## src/rtl/wb_tube_dma.sv

```systemverilog
// ==========================================================================
// wb_tube_dma : single-channel byte DMA (Wishbone slave config, master mover)
// Rev 1.0
// ==========================================================================
`default_nettype none

module wb_tube_dma (
    input  logic        clk,
    input  logic        rst_b,
    input  logic [2:0]  wbs_adr_i,
    input  logic [15:0] wbs_dat_i,
    output logic [15:0] wbs_dat_o,
    input  logic [1:0]  wbs_sel_i,
    input  logic        wbs_we_i,
    input  logic        wbs_stb_i,
    input  logic        wbs_cyc_i,
    output logic        wbs_ack_o,
    output logic [18:0] wbm_adr_o,
    output logic        wbm_tga_o,
    output logic [1:0]  wbm_sel_o,
    output logic        wbm_we_o,
    output logic        wbm_cyc_o,
    output logic        wbm_stb_o,
    output logic [15:0] wbm_dat_o,
    input  logic [15:0] wbm_dat_i,
    input  logic        wbm_ack_i,
    input  logic        drq,
    output logic        dma_irq
);

    localparam logic [2:0] c_SRCLO = 3'd0;
    localparam logic [2:0] c_SRCHI = 3'd1;
    localparam logic [2:0] c_DSTLO = 3'd2;
    localparam logic [2:0] c_DSTHI = 3'd3;
    localparam logic [2:0] c_TC    = 3'd4;
    localparam logic [2:0] c_CTRL  = 3'd5;

    localparam int c_ST      = 0;
    localparam int c_SRC_IO  = 1;
    localparam int c_DST_IO  = 2;
    localparam int c_SRC_INC = 3;
    localparam int c_DST_INC = 4;
    localparam int c_SYNC    = 5;
    localparam int c_TC_STOP = 6;
    localparam int c_IRQ_EN  = 7;

    typedef enum logic [2:0] {
        S_IDLE    = 3'd0,
        S_WAITDRQ = 3'd1,
        S_RD      = 3'd2,
        S_GAP1    = 3'd3,
        S_WR      = 3'd4,
        S_GAP2    = 3'd5,
        S_DONE    = 3'd6
    } state_t;

    state_t      r_state;
    state_t      w_state_nxt;

    logic [19:0] r_src;
    logic [19:0] r_dst;
    logic [15:0] r_tc;
    logic [7:0]  r_ctrl;
    logic        r_irq;
    logic        r_ack;
    logic [15:0] r_rdat;
    logic [1:0]  r_drq_sync;
    logic [1:0]  r_gap_cnt;
    logic [7:0]  r_byte;

    logic [18:0] r_madr;
    logic        r_mtga;
    logic [1:0]  r_msel;
    logic        r_mwe;
    logic        r_mcyc;
    logic [15:0] r_mdat;

    logic        w_busy;
    logic        w_acc;
    logic        w_wr_acc;
    logic        w_ctrl_wr;
    logic        w_rd_done;
    logic        w_wr_done;
    logic        w_tc_zero;
    logic [15:0] w_rdat;
    logic [18:0] w_src_adr;
    logic [18:0] w_dst_adr;
    logic [1:0]  w_src_sel;
    logic [1:0]  w_dst_sel;

    assign w_busy    = (r_state != S_IDLE);
    assign w_acc     = wbs_stb_i & wbs_cyc_i & ~r_ack;
    assign w_wr_acc  = w_acc & wbs_we_i;
    assign w_ctrl_wr = w_wr_acc & (wbs_adr_i == c_CTRL);
    assign w_rd_done = (r_state == S_RD) & r_mcyc & wbm_ack_i;
    assign w_wr_done = (r_state == S_WR) & r_mcyc & wbm_ack_i;
    assign w_tc_zero = (r_tc == 16'h0000);

    // I/O pointers live in a 16-bit space: upper address bits forced to zero.
    assign w_src_adr = r_ctrl[c_SRC_IO] ? {4'h0, r_src[15:1]} : r_src[19:1];
    assign w_dst_adr = r_ctrl[c_DST_IO] ? {4'h0, r_dst[15:1]} : r_dst[19:1];
    assign w_src_sel = r_src[0] ? 2'b10 : 2'b01;
    assign w_dst_sel = r_dst[0] ? 2'b10 : 2'b01;

    always_comb begin
        w_rdat = 16'h0000;
        case (wbs_adr_i)
            c_SRCLO: w_rdat = r_src[15:0];
            c_SRCHI: w_rdat = {12'h000, r_src[19:16]};
            c_DSTLO: w_rdat = r_dst[15:0];
            c_DSTHI: w_rdat = {12'h000, r_dst[19:16]};
            c_TC:    w_rdat = r_tc;
            c_CTRL:  w_rdat = {7'h00, w_busy, r_ctrl};
            default: w_rdat = 16'h0000;
        endcase
    end

    always_comb begin
        w_state_nxt = r_state;
        case (r_state)
            S_IDLE: begin
                if (r_ctrl[c_ST]) begin
                    if (r_ctrl[c_TC_STOP] && w_tc_zero) w_state_nxt = S_DONE;
                    else if (r_ctrl[c_SYNC])            w_state_nxt = S_WAITDRQ;
                    else                                w_state_nxt = S_RD;
                end
            end
            S_WAITDRQ: begin
                if (r_drq_sync[1])     w_state_nxt = S_RD;
                else if (!r_ctrl[c_ST]) w_state_nxt = S_IDLE;
            end
            S_RD:   if (w_rd_done) w_state_nxt = S_GAP1;
            S_GAP1: w_state_nxt = S_WR;
            S_WR:   if (w_wr_done) w_state_nxt = S_GAP2;
            S_GAP2: begin
                // In SYNC mode linger so the old drq level drains out of the synchroniser.
                if (r_ctrl[c_TC_STOP] && w_tc_zero) w_state_nxt = S_DONE;
                else if (!r_ctrl[c_ST])             w_state_nxt = S_IDLE;
                else if (!r_ctrl[c_SYNC])           w_state_nxt = S_RD;
                else if (r_gap_cnt == 2'd2)         w_state_nxt = S_WAITDRQ;
            end
            S_DONE:  w_state_nxt = S_IDLE;
            default: w_state_nxt = S_IDLE;
        endcase
    end

    always_ff @(posedge clk) begin
        if (!rst_b) begin
            r_state    <= S_IDLE;
            r_gap_cnt  <= 2'd0;
            r_drq_sync <= 2'b00;
            r_byte     <= 8'h00;
        end else begin
            r_state    <= w_state_nxt;
            r_drq_sync <= {r_drq_sync[0], drq};
            if (r_state == S_GAP2 && w_state_nxt == S_GAP2) r_gap_cnt <= r_gap_cnt + 2'd1;
            else                                            r_gap_cnt <= 2'd0;
            if (w_rd_done) r_byte <= r_src[0] ? wbm_dat_i[15:8] : wbm_dat_i[7:0];
        end
    end

    // Bus fields load on entry to RD/WR and stay frozen until the ack.
    always_ff @(posedge clk) begin
        if (!rst_b) begin
            r_mcyc <= 1'b0;
            r_madr <= 19'h00000;
            r_mtga <= 1'b0;
            r_msel <= 2'b00;
            r_mwe  <= 1'b0;
            r_mdat <= 16'h0000;
        end else if (w_state_nxt == S_RD) begin
            r_mcyc <= 1'b1;
            if (r_state != S_RD) begin
                r_madr <= w_src_adr;
                r_mtga <= r_ctrl[c_SRC_IO];
                r_msel <= w_src_sel;
                r_mwe  <= 1'b0;
                r_mdat <= 16'h0000;
            end
        end else if (w_state_nxt == S_WR) begin
            r_mcyc <= 1'b1;
            if (r_state != S_WR) begin
                r_madr <= w_dst_adr;
                r_mtga <= r_ctrl[c_DST_IO];
                r_msel <= w_dst_sel;
                r_mwe  <= 1'b1;
                r_mdat <= {r_byte, r_byte};
            end
        end else begin
            r_mcyc <= 1'b0;
            r_madr <= 19'h00000;
            r_mtga <= 1'b0;
            r_msel <= 2'b00;
            r_mwe  <= 1'b0;
            r_mdat <= 16'h0000;
        end
    end

    always_ff @(posedge clk) begin
        if (!rst_b) begin
            r_ack  <= 1'b0;
            r_rdat <= 16'h0000;
            r_src  <= 20'h00000;
            r_dst  <= 20'h00000;
            r_tc   <= 16'h0000;
            r_ctrl <= 8'h00;
            r_irq  <= 1'b0;
        end else begin
            r_ack  <= w_acc;
            r_rdat <= w_acc ? w_rdat : 16'h0000;

            if (w_wr_acc && !w_busy) begin
                case (wbs_adr_i)
                    c_SRCLO: begin
                        if (wbs_sel_i[0]) r_src[7:0]  <= wbs_dat_i[7:0];
                        if (wbs_sel_i[1]) r_src[15:8] <= wbs_dat_i[15:8];
                    end
                    c_SRCHI: if (wbs_sel_i[0]) r_src[19:16] <= wbs_dat_i[3:0];
                    c_DSTLO: begin
                        if (wbs_sel_i[0]) r_dst[7:0]  <= wbs_dat_i[7:0];
                        if (wbs_sel_i[1]) r_dst[15:8] <= wbs_dat_i[15:8];
                    end
                    c_DSTHI: if (wbs_sel_i[0]) r_dst[19:16] <= wbs_dat_i[3:0];
                    c_TC: begin
                        if (wbs_sel_i[0]) r_tc[7:0]  <= wbs_dat_i[7:0];
                        if (wbs_sel_i[1]) r_tc[15:8] <= wbs_dat_i[15:8];
                    end
                    default: ;
                endcase
            end

            if (w_wr_done) begin
                r_tc  <= r_tc - 16'd1;
                r_src <= r_src + {19'h00000, r_ctrl[c_SRC_INC]};
                r_dst <= r_dst + {19'h00000, r_ctrl[c_DST_INC]};
            end

            // A software CTRL write lands after DONE so it wins on ST.
            if (r_state == S_DONE) r_ctrl[c_ST] <= 1'b0;
            if (w_ctrl_wr && wbs_sel_i[0]) r_ctrl <= wbs_dat_i[7:0];

            if (w_ctrl_wr) r_irq <= 1'b0;
            if (r_state == S_DONE && r_ctrl[c_IRQ_EN]) r_irq <= 1'b1;
        end
    end

    assign wbs_ack_o = r_ack;
    assign wbs_dat_o = r_rdat;
    assign wbm_adr_o = r_madr;
    assign wbm_tga_o = r_mtga;
    assign wbm_sel_o = r_msel;
    assign wbm_we_o  = r_mwe;
    assign wbm_cyc_o = r_mcyc;
    assign wbm_stb_o = r_mcyc;
    assign wbm_dat_o = r_mdat;
    assign dma_irq   = r_irq;

endmodule

`default_nettype wire
```

## config.mk

```make
export PLATFORM = sky130hd
export DESIGN_NAME = wb_tube_dma
export DESIGN_NICKNAME = d
export VERILOG_FILES = /design/src/rtl/wb_tube_dma.sv
export SDC_FILE = /design/constraint.sdc
export NUM_CORES = 1
export LEC_CHECK = 0
export BUFFER_PORTS_ARGS = -buffer_cell sky130_fd_sc_hd__buf_2
export CAP_MARGIN = 20
export CORE_AREA = 2 2 110 112
export DETAILED_ROUTE_END_ITERATION = 8
export DIE_AREA = 0 0 112 114
export PLACE_DENSITY = 0.91
export SLEW_MARGIN = 20
export SYNTH_ARGS = -nofsm -noshare
export SYNTH_HDL_FRONTEND = slang
export SYNTH_SLANG_ARGS = --single-unit
```

## constraint.sdc

```tcl
create_clock -name clk -period 4.3 [get_ports clk]
set_input_delay 0.645 -clock clk [delete_from_list [all_inputs] [get_ports clk]]
set_output_delay 0.645 -clock clk [all_outputs]
set_load 0.005 [all_outputs]
```

== After elaboration in Yosys (flattened, before gate mapping) ==
Cells that the tools add are included.

* Register bits: 137
* Bits of input ports: 44
* Output and inout bits: 59
* Word-level logic and storage cells: 144

* Add/sub/neg operators: 4
* Equal/unequal tests: 19
* Muxes and demuxes: 58
* Bitwise gates (word level): 9
* Reductions and logical operators: 31

{| class="wikitable"
|+ Operators by type and width
! operator !! count
|-
| 16-bit two-way mux || 9
|-
| 19-bit two-way mux || 6
|-
| 16-bit one-hot mux with 6 select lines || 1
|-
| 20-bit two-way mux || 4
|-
| 20-bit by 1-bit adder with 20-bit output || 2
|-
| 3-bit two-way mux || 10
|-
| 8-bit two-way mux || 3
|-
| 3-bit AND reduction || 8
|-
| 3-bit == test, second input constant || 7
|-
| 2-bit nonzero test || 10
|-
| 3-bit one-hot mux with 6 select lines || 1
|-
| 16-bit zero test || 1
|-
| 16-bit by 1-bit subtractor with 16-bit output, second input constant || 1
|-
| 3-bit by 2-bit == test with 1-bit output, second input constant || 5
|-
| 1-bit two-way mux || 14
|-
| 2-bit two-way mux || 7
|-
| 4-bit two-way mux || 3
|-
| 1-bit bitwise AND || 8
|-
| 3-bit by 1-bit == test with 1-bit output, second input constant || 2
|-
| 3-bit zero test || 2
|-
| 3-bit by 2-bit inequality test with 1-bit output, second input constant || 2
|-
| 2-bit AND reduction || 3
|-
| 1-bit logical AND || 5
|-
| 3-bit inequality test, second input constant || 1
|-
| other kinds (6) || 6
|}

== Longest topological paths before layout ==
Gate-level depths: netlist of run 1.

* Word-level depth: 9
* Depth in mapped cells: 11
* Depth with buffers taken out: 8

== Worst setup path before layout of run 1 ==
Ideal clock, no wire load.

* Path type: input to register
* Start: input wbs_adr_i[2]
* End: register r_dst[11]
* Setup time: 0.119 ns
* Arrival time: 1.880 ns
* Required time: 4.181 ns
* Path slack: 2.301 ns
* Cell stages on the path: 8
* Path buffers: 3
* Cells stage by stage: clkbuf_1 nor2b_1 clkbuf_1 and3_1 buf_2 nor2_1 nor2_1 o221a_2

* Word-level cells in the longest chain between the ends: 3

{| class="wikitable"
|+ Ends and longest elaborated chain
! what !! line !! source
|-
| from (decl) || 10 || <nowiki>input logic [2:0] wbs_adr_i,</nowiki>
|-
| 3-bit by 2-bit == test with 1-bit output || 213 || <nowiki>case (wbs_adr_i)</nowiki>
|-
| 2-bit nonzero test (no line) || -- ||
|-
| 3-bit AND reduction (no line) || -- ||
|-
| to (signal assigned) || 221 || <nowiki>if (wbs_sel_i[1]) r_dst[15:8] <= wbs_dat_i[15:8];</nowiki>
|-
| to (signal assigned) || 235 || <nowiki>r_dst <= r_dst + {19'h00000, r_ctrl[c_DST_INC]};</nowiki>
|-
| to (decl) || 61 || <nowiki>logic [19:0] r_dst;</nowiki>
|}

Every way passes these cells.
A chain may end at the register's enable or synchronous reset.

== Final worst setup path of run 1 ==
* Start: register r_state[2]
* End: register r_mtga (netlist: wbm_tga_o)

* Word-level cells in the longest chain between the ends: 8
* Elaborated cells between the ends (all ways): 29
* Those cells by class: eq/ne (11); mux (12); bitwise (4); reduce/logical (2)

{| class="wikitable"
|+ Ends and longest elaborated chain
! what !! line !! source
|-
| from (decl) || 57 || <nowiki>state_t r_state;</nowiki>
|-
| from (signal assigned) || 154 || <nowiki>r_state <= w_state_nxt;</nowiki>
|-
| 3-bit == test, or another cell as far along || 96, 120 ||
|-
| 1-bit bitwise AND, or another cell as far along (2 in series) || 96 || <nowiki>assign w_wr_done = (r_state == S_WR) & r_mcyc & wbm_ack_i;</nowiki>
|-
| 3-bit two-way mux, on equally long branches || 134, 132, 137 ||
|-
| 3-bit one-hot mux with 6 select lines || 120 || <nowiki>case (r_state)</nowiki>
|-
| 3-bit by 2-bit == test with 1-bit output / 3-bit == test (equally long branches) || 171, 180 ||
|-
| 3-bit by 2-bit inequality test with 1-bit output (no line), or another cell as far along || -- ||
|-
| 2-bit AND reduction (no line) / 1-bit two-way mux (equally long branches) || -- ||
|-
| to (signal assigned) || 175 || <nowiki>r_mtga <= r_ctrl[c_SRC_IO];</nowiki>
|-
| to (signal assigned) || 184 || <nowiki>r_mtga <= r_ctrl[c_DST_IO];</nowiki>
|-
| to (decl) || 72 || <nowiki>logic r_mtga;</nowiki>
|}

Parallel ways exist; a longest one is shown, timed or not.

==> key figures, run 1 <==
Worst hold path
  – HP Class: reg2reg

Finish
  – Share of cells above drive strength 1: 18.1%
  – Most frequent cells in the layout: 129 x dfxtp_1, 125 x nor2_1, 102 x buf_2
  – Nets: 961
  – Leading cell type in the layout, fill and taps excluded: dfxtp_1
  – Synthesis-to-finish area growth: 15.2%
  – Ant diodes: 0

Clock network
  – Clk Latency, worst-skew pair: 430 ps
  – CTS Buf Count: 17
  – Setup bufs post-CTS: 0
  – Maximum clock path buffer count: 2
  – Post-cts hold buffer count: 0
  – Htree depth: 4
  – # clock sinks: 129
  – CTS tree: yes
  – Resized Gates After CTS: 0
  – CTS Root Cell: clkbuf_16
  – Clock-pin slew on the worst setup and hold paths: 60 ps

Routing
  – Detailed Routing Iterations Pass 1: 8
  – Via Count: 7331
  – Starting DRT DRC Count: 899
  – Drt total wl: 21800 µm
  – DRT antenna net count: 0
  – WL/cell: 20.4 µm
  – DRC viols: 0
  – Vias/cell: 6.85

STA
  – Slew @ Worst Pin: 1170 ps
  – Final TNS setup: 0 ps
  – Clk_skew: 8.78 ps
  – Max Fclk: 316 MHz
  – Final setup violation count: 0
  – Fin crit period: 3170 ps
  – Final period util: 73.7%
  – Final hold vios: 0
  – Fin. max-slew vios: 0
  – Worst slew margin: 22.2%
  – RSZ-0062 raised after global routing: false

Worst setup path
  – R2R setup slack: 1130 ps
  – CP Class: reg2reg
  – Reg2reg path depth: 6
  – Worst setup startpoint: r_state[2]
  – Reg2reg end: wbm_tga_o
  – CP Launch Type: register
  – CP endpoint: wbm_tga_o
  – Crit Path Max Fanout: 28
  – Critical R2R Launch: r_state[2]
  – Crit path capture type: register
  – CP required: 4650 ps
  – Worst EP arrival: 3520 ps

Floorplan
  – Core area: 0.0117 mm²
  – Die W: 112 µm
  – Placement Rows: 40
  – Io pins: 103
  – Starting density of the core: 58.2%
  – Die Area: 0.0128 mm²
  – Die height: 114 µm

Synthesis
  – Mapped Cells: 859
  – Main synth FF type: dfxtp_1
  – Sequential area share after synthesis: 37.9%
  – Post-synth cell types: 76
  – Yosys reg bits: 129
  – Asr flop ratio synth: 0%
  – Synthesized area: 0.00681 mm²
  – Syn nets: 910
  – Total number of yosys warnings: 0
  – Post-synth EDFFs: 0
  – Syn avg cell area: 7.93 µm²

Status
  – Status: finished, final reports clean

Power
  – Clock power share: 53.7%
  – Net Sw Frac: 22.5%
  – Lkg Pwr: 0.00298 µW
  – Total power: 2900 µW
  – Pint: 2250 µW
  – Pwr/cell area: 369 mW/mm²
  – Peak VDD IR: 0.326 mV
  – Net Sw Power: 652 µW
  – Sequential power share: 41.6%
  – Combinational power share: 4.7%

Placed design
  – Port bufs: 102
  – Final HPWL DP: 14700 µm
  – Routability cong.: 0.964

Global route
  – Vias in the first global route: 6611
  – Largest net degree at the start of global routing: 66
  – Global route total overflow: 0
  – Initial antenna violation count: 0
  – First-pass GRT wire length: 34300 µm
  – Global-route usage over all layers: 33.8%

Run
  – Max cap viols: 0
## routing by layer
layer | track usage (%) | share of wire, % | up-vias
met2 | 52.5 | 45 | 572
met1 | 42.0 | 37 | 3353
met5 | 0 | 0 | -
met4 | 19.5 | 5.8 | 0
li1 | - | - | 3274
met3 | 10.0 | 12 | 132
## cell families (layout without fill, tap and decap cells)
logic type	after synthesis	count (layout)	synth area share, %
compound gates	270	270	26.0
xor+xnor	3	3	0.386
fa+ha+maj	7	7	1.29
buf+inv	93	157	6.35
flops	129	129	37.9
mux	29	29	4.28
simple gates	328	328	23.8
## metrics by stage
step           hold WS [ps]  instances  utilization (%)  area, µm²  worst slack [ps]
6_report                419       1070             67.0       7850              1130
5_1_grt                 432       1070             67.0       7850              1040
4_1_cts                 414       1070             67.0       7840              1280
3_5_place_dp            407       1038             61.5       7200              1410
3_3_place_gp            402       1038             61.5       7200              1510
2_1_floorplan           391        859                -       6810              2300
## worst min-delay path by stage
| stage | start | slack [ps] | cells past startpoint | endpoint |
|---|---|---|---|---|
| floorplan | r_gap_cnt[0] | 390 | 1 | r_gap_cnt[0] |
| global placement | r_gap_cnt[0] | 400 | 1 | r_gap_cnt[0] |
| detailed placement | r_gap_cnt[0] | 410 | 1 | r_gap_cnt[0] |
| CTS | r_gap_cnt[0] | 410 | 1 | r_gap_cnt[0] |
| global route | r_gap_cnt[0] | 430 | 1 | r_gap_cnt[0] |
| finish | r_gap_cnt[0] | 420 | 1 | r_gap_cnt[0] |
## power by group through the flow
| stage | logic [µW] | registers (µW) | clock network (µW) |
|---|---|---|---|
| after global routing | 143 | 1210 | 1620 |
| final | 135 | 1210 | 1560 |
| after global placement | 126 | 1230 | 0 |
| after floorplan | 74.8 | 1230 | 0 |
| after CTS | 130 | 1210 | 1560 |
| after detailed placement | 129 | 1230 | 0 |
## Yosys cell counts (4+ instances only)
| master | number | area [µm²] |
|---|---|---|
| a211oi_1 | 17 | 128 |
| a21oi_1 | 86 | 430 |
| a221oi_1 | 4 | 35.0 |
| a22oi_1 | 37 | 278 |
| a311oi_1 | 4 | 35.0 |
| a31o_2 | 5 | 43.8 |
| a31oi_1 | 22 | 138 |
| and2_1 | 9 | 56.3 |
| and3_1 | 12 | 75.1 |
| and4_1 | 7 | 61.3 |
| buf_1 | 4 | 15.0 |
| buf_2 | 19 | 95.1 |
| buf_4 | 10 | 75.1 |
| clkbuf_1 | 42 | 158 |
| dfxtp_1 | 129 | 2580 |
| ha_1 | 7 | 87.6 |
| inv_1 | 14 | 52.6 |
| mux2i_1 | 28 | 280 |
| nand2_1 | 67 | 251 |
| nand3_1 | 23 | 115 |
| nand4_1 | 32 | 200 |
| nand4b_1 | 4 | 35.0 |
| nor2_1 | 125 | 469 |
| nor2b_1 | 4 | 25.0 |
| nor3_1 | 15 | 75.1 |
| nor3b_1 | 4 | 30.0 |
| o21a_1 | 5 | 37.5 |
| o21ai_0 | 41 | 205 |
| o221a_1 | 6 | 67.6 |
| o221a_2 | 5 | 56.3 |
| o31ai_1 | 4 | 30.0 |
## state kept, by name, summed over array words and instances, names as in the netlist, 2 cells and up
| signal | cells |
|---|---|
| r_dst | 20 |
| r_tc | 16 |
| wbs_dat_o | 16 |
| wbm_dat_o | 8 |
| r_drq_sync | 2 |
| wbm_adr_o | 19 |
| r_src | 20 |
| r_ctrl | 8 |
| r_gap_cnt | 2 |
| r_state | 3 |
| wbm_sel_o | 2 |
| r_byte | 8 |
## final cells by class
class | count | area (µm²)
Inverter | 15 | 56.3
Sequential cell | 129 | 2580
Tap cell | 147 | 184
Clock inverter | 12 | 183
Multi-Input combinational cell | 637 | 3810
Clock buffer | 20 | 457
Timing Repair Buffer | 110 | 571
Fill cell | 962 | 3860
## worst max-delay path, cell delays in order, from the launching register on
cell and delay (ps):
dfxtp_1 590, inv_1 130, and3_1 580, a31oi_1 480, and2_1 880, nand4_1 210, a21oi_1 210
Power figures use the tool's default switching activity.
==> inputs of run 2 (changes only) <==
- ABC_AREA: default -> 1
- CORE_AREA: 2 2 110 112 -> 2 2 113 115
- DIE_AREA: 0 0 112 114 -> 0 0 115 117
- PLACE_DENSITY: 0.91 -> 0.88
- clock period: 4.3 -> 3.03 ns (I/O delays scaled with it)
==> key figures, run 2 <==
Status
  – Status: finished, violations left
  – Failing checks: DRC

Worst setup path
  – Crit path capture type: register
  – CP most frequent cell: nand2_1
  – CP Launch Type: register
  – Worst setup startpoint: r_tc[0]
  – CP Class: reg2reg
  – Critical Path Max Stage Delay: 440 ps (-440 ps)
  – Critical R2R Launch: r_tc[0]
  – Crit Path Max Fanout: 53 (+89%)
  – Critical Path Slowest Stage Cell: nand2_4
  – CP required: 3350 ps (-1300 ps)
  – Critical-path cell list: inv_1 -> ha_1 -> nand2_1 -> inv_1 -> nand2_1 -> nor2_1 -> nand2_4 -> nand3_1 -> nand2_1 -> nor2_4 -> nand4_2 -> nand2_4 -> nand2_1 -> nand2_1 -> nor2_1
  – Worst EP arrival: 2980 ps (-540 ps)

STA
  – Fin. max-slew vios: 0 (unchanged)
  – Final setup violation count: 0 (unchanged)
  – Final TNS setup: 0 ps (unchanged)
  – Worst slew margin: 28.7% (+6.5 points)
  – WHS: 214 ps (-205 ps)
  – Final hold vios: 0 (unchanged)
  – Final period util: 87.8% (+14 points)
  – Clk_skew: 5.03 ps (-3.75 ps)
  – Fin crit period: 2660 ps (-506 ps)
  – Slew @ Worst Pin: 1070 ps (-101 ps)
  – RSZ-0062 raised after global routing: false
  – Max Fclk: 376 MHz (+19%)

Clock network
  – CTS Buf Count: 17 (unchanged)
  – Clock-pin slew on the worst setup and hold paths: 60 ps (about the same)
  – Maximum clock path buffer count: 2 (unchanged)
  – Post-cts hold buffer count: 0 (unchanged)
  – CTS tree: yes
  – Resized Gates After CTS: 0 (unchanged)
  – Setup bufs post-CTS: 0 (unchanged)
  – # clock sinks: 129 (unchanged)
  – CTS Root Cell: clkbuf_16
  – Clk Latency, worst-skew pair: 430 ps (about the same)
  – Htree depth: 4 (unchanged)

Finish
  – Leading cell type in the layout, fill and taps excluded: nand2_1
  – # fillers: 1089 (+13%)
  – Most frequent cells in the layout: 215 x nand2_1, 129 x dfxtp_1, 122 x inv_1
  – Synthesis-to-finish area growth: 17.5%
  – Share of cells above drive strength 1: 15.2% (-2.9 points)
  – Ant diodes: 0 (unchanged)
  – Layout Cells excl Fill: 1275 (+19%)
  – Nets: 1164 (+21%)

Global route
  – Global-route usage over all layers: 32.7% (-1.1 points)
  – Global route total overflow: 0 (unchanged)
  – First-pass GRT wire length: 33900 µm (-1.2%)
  – Vias in the first global route: 6611 (unchanged)
  – Largest net degree at the start of global routing: 54 (-18%)
  – Initial antenna violation count: 0 (unchanged)

Floorplan
  – Placement Rows: 41 (+2.5%)
  – Starting density of the core: 56.3% (-1.9 points)
  – Die height: 117 µm (+2.6%)
  – Io pins: 103 (unchanged)
  – Die Area: 0.0135 mm² (+5.4%)
  – Die W: 115 µm (+2.7%)
  – Core area: 0.0123 mm² (+5.1%)

Power
  – Peak VDD IR: 0.456 mV (+40%)
  – Combinational power share: 4.2% (-0.5 points)
  – Lkg Pwr: 0.00350 µW (+18%)
  – Pwr/cell area: 508 mW/mm² (+37%)
  – Sequential power share: 41.5% (about the same)
  – Net Sw Power: 884 µW (+36%)
  – Net Sw Frac: 21.4% (-1.1 points)
  – Pint: 3250 µW (+45%)
  – Clock power share: 54.3% (+0.6 points)

Synthesis
  – Synth area leaders: dfxtp_1 37%, nand2_1 12%, o21ai_0 7.9%
  – Most frequent cell after synthesis: nand2_1
  – Syn nets: 1075 (+18%)
  – Post-synth cell types: 42 (-45%)
  – Post-synth top area share: 37.3% (-0.65 points)
  – Total number of yosys warnings: 0 (unchanged)
  – Main synth FF type: dfxtp_1
  – Syn avg cell area: 6.77 µm² (-15%)
  – Sequential area share after synthesis: 37.3% (-0.65 points)
  – Synthesized area: 0.00693 mm² (+1.7%)
  – Yosys reg bits: 129 (unchanged)
  – Asr flop ratio synth: 0% (unchanged)
  – Post-synth EDFFs: 0 (unchanged)
  – Mapped Cells: 1024 (+19%)
  – Cell taking the most area after synthesis: dfxtp_1
  – Post-synth top cells: 215 x nand2_1, 129 x dfxtp_1, 122 x inv_1

Routing
  – Vias/cell: 5.84 (-15%)
  – Starting DRT DRC Count: 998 (+11%)
  – WL/cell: 16.9 µm (-17%)
  – DRT antenna net count: 0 (unchanged)
  – Via Count: 7449 (+1.6%)
  – Drt total wl: 21600 µm (-0.78%)
  – Detailed Routing Iterations Pass 1: 9 (+1)
  – DRC viols: 1 (+1)

Worst hold path
  – HP Class: in2reg
  – Hold Startpoint: drq

Run
  – Max cap viols: 0 (unchanged)

Placed design
  – Port bufs: 102 (unchanged)
  – Cells after DPL: 1244 (+20%)
  – Final HPWL DP: 15500 µm (+5.2%)
  – Routability cong.: 0.986 (+2.3%)
## run 2: per-stage QoR
stage	setup WS, ps	utilization [%]	area (µm²)	power [µW]
6_report	369	66.2	8150	4130
5_1_grt	69.9	66.2	8150	4240
4_1_cts	394	66.2	8150	4140
3_5_place_dp	443	61.0	7500	1920
3_3_place_gp	516	61.0	7500	1920
2_1_floorplan	1050	-	6930	1840
## run 2: cells by family (layout without fill, tap and decap cells)
| group | Yosys count | in the layout | share of synthesized area, % |
|---|---|---|---|
| simple gates | 429 | 429 | 26.8 |
| compound gates | 257 | 257 | 21.1 |
| buf+inv | 180 | 281 | 10.8 |
| flops | 129 | 129 | 37.3 |
| xor+xnor | 22 | 22 | 2.78 |
| fa+ha+maj | 7 | 7 | 1.26 |
## run 2: worst paths after layout
check | to | slack (ps) | depth (start not counted)
worst max-delay path | wbm_sel_o[1] | 370 | 15
worst min-delay path | r_drq_sync[0] | 210 | 3
worst max register to register | wbm_sel_o[1] | 370 | 15
worst min register to register | r_gap_cnt[0] | 420 | 1
## run 2: area by class of cell
class	count	area (µm²)	share of cell area [%]
clock inverters	11	185	2.27
repair buffers	121	653	8.02
well taps	150	188	2.30
clock buffers	20	457	5.61
inverters	129	484	5.94
flip-flops and latches	129	2580	31.7
multi-input cells	715	3600	44.2
## run 2: power groups by stage
stage	clock [µW]	sequential, µW	combinational (µW)
2_1_floorplan	0	1750	90.6
3_3_place_gp	0	1750	167
3_5_place_dp	0	1750	169
4_1_cts	2260	1710	170
5_1_grt	2330	1710	189
6_report	2250	1710	175
## run 2: critical path, delay by kind of cell (launching register included)
kind	cells	cell delay, ps
and+or+nand+nor	12	1830
adders and majority gates	1	170
DFF	1	340
buffers and inverters	2	210
## run 2: routing by layer
| layer | routed length [µm] | global-route usage [%] | part of all wire, % |
|---|---|---|---|
| met1 | 8650 | 42.9 | 40 |
| met2 | 9840 | 51.8 | 46 |
| met3 | 2330 | 7.78 | 11 |
| met4 | 780 | 14.1 | 3.6 |
| met5 | 0 | 0 | 0 |
